## src/rtl/dvi_timing_pkg.sv

```systemverilog
// Shared display-timing definitions: XGA 60 Hz defaults and the region
// encoding used by the sync generator and by downstream pixel renderers.
package dvi_timing;

    localparam int CNT_W = 11;

    localparam int XGA_H_ACT = 1024;
    localparam int XGA_H_FP  = 24;
    localparam int XGA_H_SW  = 136;
    localparam int XGA_H_BP  = 160;
    localparam int XGA_V_ACT = 768;
    localparam int XGA_V_FP  = 3;
    localparam int XGA_V_SW  = 6;
    localparam int XGA_V_BP  = 29;

    localparam bit XGA_HS_POL = 1'b0;
    localparam bit XGA_VS_POL = 1'b0;

    typedef enum logic [1:0] {
        ST_ACTIVE = 2'd0,
        ST_FRONT  = 2'd1,
        ST_SYNC   = 2'd2,
        ST_BACK   = 2'd3
    } region_e;

    function automatic int axis_period(input int act, input int fp, input int sw, input int bp);
        return act + fp + sw + bp;
    endfunction

endpackage

```

## src/rtl/sync_axis.sv

```systemverilog
// One timing axis: a four-region FSM with an in-region counter that only
// steps when adv_i is high. Used for both the horizontal and vertical axes.
module sync_axis
    import dvi_timing::*;
#(
    parameter int ACT_LEN = XGA_H_ACT,
    parameter int FP_LEN  = XGA_H_FP,
    parameter int SW_LEN  = XGA_H_SW,
    parameter int BP_LEN  = XGA_H_BP
) (
    input  logic             clk,
    input  logic             rst,
    input  logic             adv_i,
    output logic [CNT_W-1:0] count_o,
    output logic             active_o,
    output logic             sync_o,
    output logic             last_o
);

    region_e          state_q, state_d;
    logic [CNT_W-1:0] cnt_q, cnt_d;
    logic [CNT_W-1:0] endCnt;
    logic             atEnd;

    always_ff @(posedge clk) begin
        if (rst) begin
            state_q <= ST_ACTIVE;
            cnt_q   <= '0;
        end else begin
            state_q <= state_d;
            cnt_q   <= cnt_d;
        end
    end

    always_comb begin
        state_d = state_q;
        cnt_d   = cnt_q;
        endCnt  = CNT_W'(ACT_LEN - 1);
        case (state_q)
            ST_ACTIVE: endCnt = CNT_W'(ACT_LEN - 1);
            ST_FRONT:  endCnt = CNT_W'(FP_LEN - 1);
            ST_SYNC:   endCnt = CNT_W'(SW_LEN - 1);
            ST_BACK:   endCnt = CNT_W'(BP_LEN - 1);
            default:   endCnt = CNT_W'(ACT_LEN - 1);
        endcase
        atEnd = (cnt_q == endCnt);

        // The counter restarts at every region change, so it doubles as the
        // pixel/line coordinate while in the active region.
        if (adv_i) begin
            if (atEnd) begin
                cnt_d = '0;
                case (state_q)
                    ST_ACTIVE: state_d = ST_FRONT;
                    ST_FRONT:  state_d = ST_SYNC;
                    ST_SYNC:   state_d = ST_BACK;
                    ST_BACK:   state_d = ST_ACTIVE;
                    default:   state_d = ST_ACTIVE;
                endcase
            end else begin
                cnt_d = cnt_q + 1'b1;
            end
        end
    end

    assign count_o  = cnt_q;
    assign active_o = (state_q == ST_ACTIVE);
    assign sync_o   = (state_q == ST_SYNC);
    assign last_o   = (state_q == ST_BACK) && atEnd;

endmodule

```

## src/rtl/sync_gen.sv

```systemverilog
// Video sync generator: horizontal and vertical timing axes with all
// outputs registered one enabled cycle behind the axis state.
module sync_gen
    import dvi_timing::*;
#(
    parameter int H_ACT  = XGA_H_ACT,
    parameter int H_FP   = XGA_H_FP,
    parameter int H_SW   = XGA_H_SW,
    parameter int H_BP   = XGA_H_BP,
    parameter int V_ACT  = XGA_V_ACT,
    parameter int V_FP   = XGA_V_FP,
    parameter int V_SW   = XGA_V_SW,
    parameter int V_BP   = XGA_V_BP,
    parameter bit HS_POL = XGA_HS_POL,
    parameter bit VS_POL = XGA_VS_POL
) (
    input  logic             clk,
    input  logic             rst,
    input  logic             i_en,
    output logic             o_sync_vs,
    output logic             o_sync_hs,
    output logic             o_sync_va,
    output logic             o_sync_ha,
    output logic             o_sync_de,
    output logic [CNT_W-1:0] o_pix_x,
    output logic [CNT_W-1:0] o_pix_y,
    output logic             o_frame_start
);

    logic [CNT_W-1:0] hCount, vCount;
    logic             hActive, hSync, hLast;
    logic             vActive, vSync, vLast;
    logic             vAdv;

    // The vertical axis steps once per line, on the final back-porch cycle.
    assign vAdv = i_en & hLast;

    sync_axis #(
        .ACT_LEN (H_ACT),
        .FP_LEN  (H_FP),
        .SW_LEN  (H_SW),
        .BP_LEN  (H_BP)
    ) u_h_axis (
        .clk      (clk),
        .rst      (rst),
        .adv_i    (i_en),
        .count_o  (hCount),
        .active_o (hActive),
        .sync_o   (hSync),
        .last_o   (hLast)
    );

    sync_axis #(
        .ACT_LEN (V_ACT),
        .FP_LEN  (V_FP),
        .SW_LEN  (V_SW),
        .BP_LEN  (V_BP)
    ) u_v_axis (
        .clk      (clk),
        .rst      (rst),
        .adv_i    (vAdv),
        .count_o  (vCount),
        .active_o (vActive),
        .sync_o   (vSync),
        .last_o   (vLast)
    );

    logic             hs_d, vs_d, ha_d, va_d, de_d, fs_d;
    logic             hs_q, vs_q, ha_q, va_q, de_q, fs_q;
    logic [CNT_W-1:0] x_d, y_d, x_q, y_q;
    logic             frameEnd;

    // Frame end is decoded but only needed by renderers probing hierarchy.
    assign frameEnd = hLast & vLast;

    always_comb begin
        hs_d = hSync ? HS_POL : ~HS_POL;
        vs_d = vSync ? VS_POL : ~VS_POL;
        ha_d = hActive;
        va_d = vActive;
        de_d = hActive & vActive;
        x_d  = de_d ? hCount : '0;
        y_d  = de_d ? vCount : '0;
        fs_d = de_d && (hCount == '0) && (vCount == '0);
    end

    always_ff @(posedge clk) begin
        if (rst) begin
            hs_q <= ~HS_POL;
            vs_q <= ~VS_POL;
            ha_q <= 1'b0;
            va_q <= 1'b0;
            de_q <= 1'b0;
            x_q  <= '0;
            y_q  <= '0;
            fs_q <= 1'b0;
        end else if (i_en) begin
            hs_q <= hs_d;
            vs_q <= vs_d;
            ha_q <= ha_d;
            va_q <= va_d;
            de_q <= de_d;
            x_q  <= x_d;
            y_q  <= y_d;
            fs_q <= fs_d;
        end
    end

    assign o_sync_hs     = hs_q;
    assign o_sync_vs     = vs_q;
    assign o_sync_ha     = ha_q;
    assign o_sync_va     = va_q;
    assign o_sync_de     = de_q;
    assign o_pix_x       = x_q;
    assign o_pix_y       = y_q;
    assign o_frame_start = fs_q;

    logic unusedFrameEnd;
    assign unusedFrameEnd = frameEnd;

endmodule

```

## config.mk

```make
export PLATFORM = sky130hd
export DESIGN_NAME = sync_gen
export DESIGN_NICKNAME = d
export VERILOG_FILES = /design/src/rtl/dvi_timing_pkg.sv /design/src/rtl/sync_axis.sv /design/src/rtl/sync_gen.sv
export SDC_FILE = /design/constraint.sdc
export NUM_CORES = 1
export LEC_CHECK = 0
export CORE_ASPECT_RATIO = 1.1
export CORE_MARGIN = 3
export CORE_UTILIZATION = 45
export CTS_CLUSTER_SIZE = 25
export DETAILED_ROUTE_END_ITERATION = 10
export PLACE_DENSITY_LB_ADDON = 0.08
export SLEW_MARGIN = 40
export SYNTH_ARGS = -nofsm -noshare
export SYNTH_HDL_FRONTEND = slang
export SYNTH_SLANG_ARGS = --single-unit
```

## constraint.sdc

```tcl
create_clock -name clk -period 2.05 [get_ports clk]
set_input_delay 0.41 -clock clk [delete_from_list [all_inputs] [get_ports clk]]
set_output_delay 0.41 -clock clk [all_outputs]
set_load 0.01 [all_outputs]
```

==> results of run 1 <==
==> path summary, 6_finish.rpt <==
path                                                          end  slack [ps]  depth (start not counted)
worst max-delay path            u_v_axis.count_o[10]$_SDFFE_PP0P_          90                          8
worst min-delay path                   o_frame_start$_SDFFE_PP0P_         480                          2
worst max register to register  u_v_axis.count_o[10]$_SDFFE_PP0P_          90                          8
worst min register to register         o_frame_start$_SDFFE_PP0P_         480                          2
==> tightest hold or removal path, delay by kind of cell, from the launching register on <==
family	cells	cell delay, ps
AO/OA/AOI/OAI	1	50
flip-flops	1	330
AND/OR/NAND/NOR	1	60
==> logic make-up (layout without fill, tap and decap cells) <==
| kind of cell | Yosys count | in the layout | synth area share [%] |
|---|---|---|---|
| simple gates | 126 | 126 | 27.2 |
| flops | 54 | 54 | 43.0 |
| compound gates | 46 | 46 | 12.3 |
| buf+inv | 30 | 82 | 4.68 |
| xor+xnor | 15 | 15 | 5.23 |
| fa+ha+maj | 12 | 12 | 5.97 |
| mux | 4 | 4 | 1.59 |
==> synth_stat cells (all sizes together), types with 5 or more instances <==
cell type  instances
a21oi              8
a22oi             22
a31oi              7
and3               6
buf                5
clkbuf            13
dfxtp             54
ha                12
inv               12
nand2             17
nand3             20
nand4              6
nor2              40
nor4               5
or3                6
or4                6
xnor2              8
xor2               7
==> power by group through the flow <==
stage / clock, mW / combinational, mW / sequential [mW]
2_1_floorplan: 0 / 0.114 / 1.13
3_3_place_gp: 0 / 0.217 / 1.12
3_5_place_dp: 0 / 0.220 / 1.13
4_1_cts: 0.717 / 0.220 / 1.10
5_1_grt: 0.759 / 0.243 / 1.11
6_report: 0.693 / 0.218 / 1.10
==> repair_timing <==
| action | CTS | global route |
|---|---|---|
| setup endpoints to repair | 0 | 9 |
| gates resized for setup | 0 | 20 |
| buffers inserted | 0 | 1 |
==> registers in the layout, indices dropped and copies added, names as in the netlist <==
name and flops:
u_v_axis.state_q 2, o_sync_ha 1, o_sync_vs 1, u_v_axis.count_o 11, o_sync_de 1, o_sync_va 1
o_sync_hs 1, u_h_axis.state_q 2, o_frame_start 1, o_pix_y 11, o_pix_x 11, u_h_axis.count_o 11
==> metrics by stage <==
stage                     setup WS (ps)  cell area (µm²)  hold slack (ps)  utilization (%)
after floorplan                    76.7             2510              466                -
after global placement             -207             3090              462             59.4
after detailed placement           -243             3090              469             59.4
after CTS                          6.18             3200              482             61.4
after global routing               17.5             3310              519             63.6
final                              91.3             3310              484             63.6
==> per-layer routing <==
metal / global-route usage (%) / part of all wire (%)
met1: 26.9 / 49
met2: 30.6 / 47
met3: 2.58 / 3.7
met4: 5.83 / 0.87
met5: 0 / 0
==> layout make-up <==
class | instances | area [µm²]
timing repair buffer | 62 | 569
clock inverter | 1 | 30.0
fill | 485 | 1900
clock buffer | 7 | 76.3
tap | 72 | 90.1
inverter | 12 | 45.0
multi-input combinational | 203 | 1420
sequential | 54 | 1080
==> results.toml, run 1 <==
[status]
run_status = "completed"

[clock_tree]
clk-insertion-delay-late_ps = 300
clock_tree_from_tritoncts = "yes"
buffer_depth_of_the_longest_clock_path = 2
postCtsHoldBufs = 0
clkSlewWorstSetupHoldPaths_ps = 100
cts_htree_levels = 2
clock_sinks = 54
cts_made_buffers = 5
ctsRootBufferMaster = "clkbuf_8"

[yosys]
post_synth_edffs = 0
netlist-cell-type-count = 42
netlist_area_before_placement_mm2 = 0.00251
synth_area_per_cell_um2 = 8.76
ys.flop_type = "dfxtp_1"
postSynthCellCount = 287
synth-seq-cells = 54
synth_sequential_area_ratio_pct = 43.0
synth.top_cell.area_share_pct = 43.0
synth.top_cells.by_area = "dfxtp_1 43%, a22oi_1 6.6%, ha_1 6.0%"
synth_largest_area_cell = "dfxtp_1"
synth_async_sr_flop_share_pct = 0
yosysWarningCount = 0
net_count_of_the_mapped_netlist = 302

[cells_and_area]
diodes = 0
final_layout_size_suffix_gt1_share_pct = 18.9
layout_common_cells = "54 x dfxtp_1, 40 x nor2_1, 30 x clkdlybuf4s50_1"
layout.nets = 353
instances_no_fill = 411
area_delta_synth_final_pct = 31.6
most_common_cell_after_layout_fill_and_taps_aside = "dfxtp_1"

[routing]
routed_wire_length_per_instance_um = 14.2
detail_route.first_pass.iterations = 4
routed_wirelength_um = 5860
detailedRoute.firstIterationViolations = 113
drc = 0
postRouteAntennaNets = 0
via_density = 5.36
num_vias = 2203

[floorplanning]
fp.coreArea_mm2 = 0.00520
die_height_um = 84.4
num_rows = 27
pin_count = 31
floorplan.initialDensity_pct = 48.3
die_x_um = 77.3
die_area_mm2 = 0.00652

[setup_path]
critical-path-top-delay-family = "simple AND/OR/NAND/NOR gates"
timing.rr.start = "u_h_axis.state_q[1]$_SDFFE_PP0P_"
critPathLaunch = "u_h_axis.state_q[1]$_SDFFE_PP0P_"
critical_path.slowest_cell = "or4_4"
worst_ep_required_time_ps = 2290
critical_path.startpoint_type = "register"
timing.critical_path.buf_inv = 2
critPathMaxStageDelay_ps = 520
crit_path_cell_trace = "buf_4 -> ha_4 -> xnor2_2 -> nor3_4 -> buf_6 -> nand3_2 -> or4_4 -> a21oi_2"
critical_path.max_fanout = 3
crit_type = "register to register"
cp.arrival_ps = 2190
critPathCaptureType = "register"

[sta]
max_clock_freq_ghz = 0.511
post_route_clock_period_utilization_pct = 95.5
skew_ps = 9.52
setup_viol = 0
grt_setup_unrepaired = "no"
transition_time_at_the_pin_with_the_least_slew_margin_ps = 338
max_slew_margin_pct = 77.2
finalSetupTns_ps = 0
final_period_minus_worst_setup_slack_ps = 1960
hold_violations = 0
slew_violations = 0

[place]
post-place-cells = 402
hpwlAfterDp_um = 4190
gp_routability_congestion = 0.865
port_buffers = 30

[global_routing]
grt-ovfl-total = 0
first_global_vias = 2084
grt_use_total_pct = 19.2
grt_pass1_wl_um = 10200
maximum_number_of_pins_on_one_net_before_global_route_repair = 25
antenna_found_initial = 0

[pwr]
power_frac_seq_pct = 54.7
power.static_leakage_nw = 1.22
combinationalPowerShare_pct = 10.8
netSwitchingFraction_pct = 22.9
power.total_mw = 2.01
powerDensity_mw_per_mm2 = 608
largest_vdd_supply_drop_mv = 0.393
internal_power_mw = 1.55
netSwitchingPower_mw = 0.461
share_clk_of_total_power_pct = 34.4

[job]
maximum_capacitance_violations = 0

[hold_path]
worstHoldPathType = "register to register"
min-delay-start = "o_frame_start$_SDFFE_PP0P_"
(Power assumes the default switching activity.)
==> run 2: changes to the inputs <==
==> constraint.sdc (replaced) <==
create_clock -name clk -period 2.2 [get_ports clk]
set_input_delay 0.44 -clock clk [delete_from_list [all_inputs] [get_ports clk]]
set_output_delay 0.44 -clock clk [all_outputs]
set_load 0.01 [all_outputs]
==> run 2 against run 1 <==
  * Setup slack better by 26 ps
  * Clock-buffer cell count is 1 lower
  * Wire length is 2.1% lower
  * Critical path depth stayed put
  * Die area stayed put
  * Worst hold slack worse by 6.9 ps
  * Global-route usage is 0.17 points higher
  * First-iteration DRC count is 39% higher
  * Via count is 1.1% lower
  * Combinational power is 15% lower
  * Cell count is 3.4% lower
  * Core utilization is 3.1 points lower
  * Highest routed layer unchanged
==> results.toml, run 2 (same netlist as run 1, synthesis figures left out) <==
[sta]
slew_violations = 0
max_slew_margin_pct = 49.4
post_route_clock_period_utilization_pct = 94.7
skew_ps = 8.63
final_critical_path_setup_slack_ps = 117
transition_time_at_the_pin_with_the_least_slew_margin_ps = 758
fin_hold_ws_ps = 477
max_clock_freq_ghz = 0.480
hold_violations = 0
setup_viol = 0
final_period_minus_worst_setup_slack_ps = 2080
grt_setup_unrepaired = "no"

[setup_path]
worst_ep_required_time_ps = 2440
critical_path.slowest_cell = "or4_1"
r2r_end = "u_v_axis.count_o[10]$_SDFFE_PP0P_"
crit_path_cell_trace = "inv_1 -> ha_1 -> xnor2_1 -> nor3_4 -> buf_4 -> nand3_2 -> or4_1 -> a21oi_1"
critPathCaptureType = "register"
timing.critical_path.buf_inv = 2
cp.arrival_ps = 2320
critical-path-top-delay-family = "simple AND/OR/NAND/NOR gates"
critical_path.startpoint_type = "register"
crit_type = "register to register"
critical_path.max_fanout = 4
ff2ff_path_depth = 8
critPathMaxStageDelay_ps = 500
ff2ff_setup_slack_ps = 120
timing.rr.start = "u_h_axis.state_q[1]$_SDFFE_PP0P_"

[routing]
detail_route.first_pass.iterations = 4
detailedRoute.firstIterationViolations = 157
postRouteAntennaNets = 0
via_density = 5.49
routed_wirelength_um = 5730
routed_wire_length_per_instance_um = 14.4
drc = 0
num_vias = 2179

[global_routing]
maximum_number_of_pins_on_one_net_before_global_route_repair = 30
grt_pass1_wl_um = 10200
grt_use_total_pct = 19.3
antenna_found_initial = 0
first_global_vias = 2077
grt-ovfl-total = 0

[floorplanning]
fp.coreArea_mm2 = 0.00520
pin_count = 31
die_x_um = 77.3
die_area_mm2 = 0.00652
floorplan.initialDensity_pct = 48.3
num_rows = 27
die_height_um = 84.4

[clock_tree]
clkSlewWorstSetupHoldPaths_ps = 100
clock_tree_from_tritoncts = "yes"
clk-insertion-delay-late_ps = 300
buffer_depth_of_the_longest_clock_path = 2
ctsRootBufferMaster = "clkbuf_8"
cts_made_buffers = 5
clock_sinks = 54
cts_htree_levels = 2

[place]
port_buffers = 30
hpwlAfterDp_um = 4050
dp_worst_setup_slack_ps = -195
gp_routability_congestion = 0.874

[cells_and_area]
num-fill-cells = 493
final_core_util_pct = 60.5
area_delta_synth_final_pct = 25.2
final_layout_size_suffix_gt1_share_pct = 13.5
diodes = 0
layout_common_cells = "52 x dfxtp_1, 40 x nor2_1, 30 x clkdlybuf4s50_1"
layout.nets = 339
most_common_cell_after_layout_fill_and_taps_aside = "dfxtp_1"

[pwr]
largest_vdd_supply_drop_mv = 0.416
powerDensity_mw_per_mm2 = 643
power.static_leakage_nw = 1.15

[hold_path]
worstHoldPathType = "register to register"
min_delay_path_depth = 2
worstHoldEndpoint = "o_frame_start$_SDFFE_PP0P_"
min-delay-start = "o_frame_start$_SDFFE_PP0P_"

[job]
maximum_capacitance_violations = 0

[status]
run_status = "completed"
[run 2: cell type report]
type / count / area, µm² / share of cell area (%)
flip-flops and latches: 54 / 1080 / 34.4
repair buffers: 48 / 448 / 14.2
inverters: 12 / 45.0 / 1.43
clock buffers: 6 / 82.6 / 2.62
multi-input cells: 203 / 1340 / 42.5
well taps: 72 / 90.1 / 2.86
clock inverters: 2 / 60.1 / 1.91
[run 2: worst register-to-register path: stages (launching register included)]
cell and delay [ps]:
dfxtp_1 390, inv_1 80, ha_1 310, xnor2_1 160
nor3_4 200, buf_4 170, nand3_2 70, or4_1 500
a21oi_1 140
[run 2: per-layer routing]
metal / vias to the layer above / wire length [µm] / track usage (%)
met5: - / 0 / 0
met4: 0 / 91 / 5.34
met3: 10 / 274 / 4.29
met2: 46 / 2610 / 29.3
met1: 1027 / 2750 / 27.7
li1: 1096 / - / -
[run 2: worst max-delay path by stage]
stage | from | end | slack [ps] | cells past startpoint
after floorplan | u_h_axis.state_q[0]$_SDFFE_PP0P_ | u_v_axis.count_o[10]$_SDFFE_PP0P_ | 230 | 7
after global placement | i_en | u_v_axis.count_o[3]$_SDFFE_PP0P_ | -150 | 6
after detailed placement | i_en | u_v_axis.count_o[2]$_SDFFE_PP0P_ | -190 | 6
after CTS | u_h_axis.state_q[0]$_SDFFE_PP0P_ | u_v_axis.count_o[2]$_SDFFE_PP0P_ | 60 | 7
after global routing | u_h_axis.state_q[1]$_SDFFE_PP0P_ | u_v_axis.count_o[10]$_SDFFE_PP0P_ | 2 | 8
final | u_h_axis.state_q[1]$_SDFFE_PP0P_ | u_v_axis.count_o[10]$_SDFFE_PP0P_ | 120 | 8
[run 2: through the flow]
step | instance area [µm²] | TNS (ps) | power, mW | instances
2_1_floorplan | 2510 | 0 | 1.16 | 287
3_3_place_gp | 2980 | -341 | 1.24 | 389
3_5_place_dp | 2980 | -660 | 1.24 | 389
4_1_cts | 3120 | 0 | 2.04 | 397
5_1_grt | 3150 | 0 | 2.12 | 397
6_report | 3150 | 0 | 2.02 | 397
[run 2: timing repair]
| action | 4_1_cts | 5_1_grt |
|---|---|---|
| gates resized for setup | 0 | 7 |
| hold buffers | 0 | 0 |
| setup buffers | 0 | 0 |
| endpoints found under the setup margin | 0 | 16 |
[run 2: where the power goes]
group          total (mW)  switching [mW]  internal, mW
registers            1.03          0.0261          1.01
clock network       0.806           0.320         0.485
logic               0.186          0.0969        0.0888
total                2.02           0.443          1.58
==> run 3: changes to the inputs <==
--- a/config.mk
+++ b/config.mk
@@ -5,6 +5,7 @@
 export SDC_FILE = /design/constraint.sdc
 export NUM_CORES = 1
 export LEC_CHECK = 0
+export ABC_AREA = 1
 export CORE_ASPECT_RATIO = 1.1
 export CORE_MARGIN = 3
 export CORE_UTILIZATION = 45
==> run 3 against run 2 <==
  * Design area rose by 9.2%
  * Critical path type unchanged
  * Power fell by 19%
  * Worst hold slack got worse by 10 ps
  * Global-route usage rose by 0.29 points
  * Synthesized area rose by 19%
==> results.toml, run 3 <==
[place]
dp_worst_setup_slack_ps = 177
port_buffers = 30
placement.cell_area_mm2 = 0.00335
hpwlAfterDp_um = 5470
gp_routability_congestion = 0.872

[yosys]
ys.flop_type = "dfxtp_1"
synth.most_common_cell = "nand2_1"
synth_async_sr_flop_share_pct = 0
synth_largest_area_cell = "dfxtp_1"
post_synth_edffs = 0
synth.top_cell.area_share_pct = 36.2
synth-seq-cells = 54
netlist-cell-type-count = 30
synth.top_cells.by_area = "dfxtp_1 36%, nand2_1 17%, nor2_1 6.4%"
netlist_area_before_placement_mm2 = 0.00299
synth_sequential_area_ratio_pct = 36.2
net_count_of_the_mapped_netlist = 458
synth_area_per_cell_um2 = 6.74
yosys-top-cells-count = "139 x nand2_1, 54 x dfxtp_1, 51 x nor2_1, 40 x inv_1, 32 x a21oi_1"
postSynthCellCount = 443
yosysWarningCount = 0

[setup_path]
critPathCaptureType = "register"
critical_path.startpoint_type = "register"
ff2ff_path_depth = 12
critical_path.max_fanout = 12
cp.arrival_ps = 2180
worst_ep_required_time_ps = 2400
crit_type = "register to register"

[sta]
final_critical_path_setup_slack_ps = 220
fin_hold_ws_ps = 467
hold_violations = 0
final_period_minus_worst_setup_slack_ps = 1980
post_route_clock_period_utilization_pct = 90.0
max_clock_freq_ghz = 0.505
grt_setup_unrepaired = "no"
setup_viol = 0
transition_time_at_the_pin_with_the_least_slew_margin_ps = 423
finalSetupTns_ps = 0
slew_violations = 0
skew_ps = 8.03
max_slew_margin_pct = 71.6

[clock_tree]
clk-insertion-delay-late_ps = 300
cts-resized-gates = 0
postCtsHoldBufs = 0
clkSlewWorstSetupHoldPaths_ps = 90
clock_sinks = 54
cts_made_buffers = 5
clock_tree_from_tritoncts = "yes"
cts_htree_levels = 2
post-cts-setup-buffer-count = 0
ctsRootBufferMaster = "clkbuf_8"
buffer_depth_of_the_longest_clock_path = 2

[pwr]
netSwitchingFraction_pct = 23.8
netSwitchingPower_mw = 0.391
power_frac_seq_pct = 60.9
combinationalPowerShare_pct = 6.3
powerDensity_mw_per_mm2 = 477
internal_power_mw = 1.25
share_clk_of_total_power_pct = 32.7
largest_vdd_supply_drop_mv = 0.225
power.total_mw = 1.64
power.static_leakage_nw = 1.34

[floorplanning]
fp.coreArea_mm2 = 0.00631
die_area_mm2 = 0.00765
floorplan.initialDensity_pct = 47.3
num_rows = 30
die_x_um = 83.7
die_height_um = 91.4
pin_count = 31

[global_routing]
grt_pass1_wl_um = 12600
grt-ovfl-total = 0
grt_use_total_pct = 19.6
antenna_found_initial = 0
first_global_vias = 2668
maximum_number_of_pins_on_one_net_before_global_route_repair = 33

[status]
run_status = "completed"

[routing]
drc = 0
postRouteAntennaNets = 0
detail_route.first_pass.iterations = 5
num_vias = 2813
detailedRoute.firstIterationViolations = 132
routed_wirelength_um = 7310
m1WireLength_um = 3470
met2_wirelength_um = 3320
highest_layer = "met4"
route.met3.wl_um = 378
routed_wire_length_per_instance_um = 13.3
via_density = 5.11

[job]
maximum_capacitance_violations = 0

[cells_and_area]
final_design_area_no_fill_mm2 = 0.00344
num-fill-cells = 628
area_delta_synth_final_pct = 15.1
diodes = 0
layout_common_cells = "139 x nand2_1, 54 x dfxtp_1, 51 x nor2_1"
layout.nets = 485
sequential_cell_area_mm2 = 0.00108
most_common_cell_after_layout_fill_and_taps_aside = "nand2_1"
final_layout_size_suffix_gt1_share_pct = 9.57
area_of_the_multi_input_gates_mm2 = 0.00162

[hold_path]
worstHoldPathType = "register to register"
min_delay_path_depth = 2
## run 3: layout make-up
class,count,share of cell area [%]
Clock buffer,5,2.00
Clock inverter,2,0.437
Inverter,51,5.57
Multi-Input combinational cell,322,47.2
Sequential cell,54,31.5
Tap cell,80,2.91
Timing Repair Buffer,36,10.4
## run 3: power groups by stage
stage | sequential (mW) | combinational (mW) | clock (mW)
final | 0.999 | 0.104 | 0.537
after global routing | 1.00 | 0.114 | 0.603
after CTS | 0.999 | 0.105 | 0.560
after detailed placement | 1.02 | 0.104 | 0
after global placement | 1.02 | 0.104 | 0
after floorplan | 1.02 | 0.0571 | 0
## run 3: stage by stage
stage | utilization (%) | std cells
floorplan | - | 443
global placement | 53.2 | 543
detailed placement | 53.2 | 543
CTS | 54.5 | 550
global route | 54.5 | 550
finish | 54.5 | 550
## run 3: final timing paths
kind / from / endpoint / slack [ps]
min reg2reg: o_pix_y[7]$_SDFFE_PP0P_ / o_pix_y[7]$_SDFFE_PP0P_ / 470
min: o_pix_y[7]$_SDFFE_PP0P_ / o_pix_y[7]$_SDFFE_PP0P_ / 470
max reg2reg: u_h_axis.state_q[0]$_SDFFE_PP0P_ / u_v_axis.state_q[1]$_SDFFE_PP0P_ / 220
max: u_h_axis.state_q[0]$_SDFFE_PP0P_ / u_v_axis.state_q[1]$_SDFFE_PP0P_ / 220
## run 3: logic make-up (layout without fill, tap and decap cells)
logic type | Yosys count | in the layout | share of synthesized area (%)
AND/OR/NAND/NOR | 247 | 247 | 36.7
buffers and inverters | 67 | 94 | 9.43
AO/OA/AOI/OAI | 54 | 54 | 10.0
flip-flops | 54 | 54 | 36.2
adder cells (fa/ha/maj) | 12 | 12 | 5.03
XOR/XNOR | 9 | 9 | 2.64
## run 3: routing by layer
metal / track usage [%] / vias to the layer above
met5: 0 / -
met2: 31.0 / 90
met4: 7.10 / 0
met3: 2.99 / 13
met1: 27.1 / 1250
li1: - / 1460
## run 3: worst max-delay path, cell delays in order, from the launching register on
cell and delay, ps:
dfxtp_1 370, inv_1 80, ha_1 340, inv_1 80, nand2_1 50, nand2_1 90
nand2_1 90, nor2_4 120, nand3_4 120, nor2_4 300, nand3_1 110, nand2_1 80
nor2_1 40
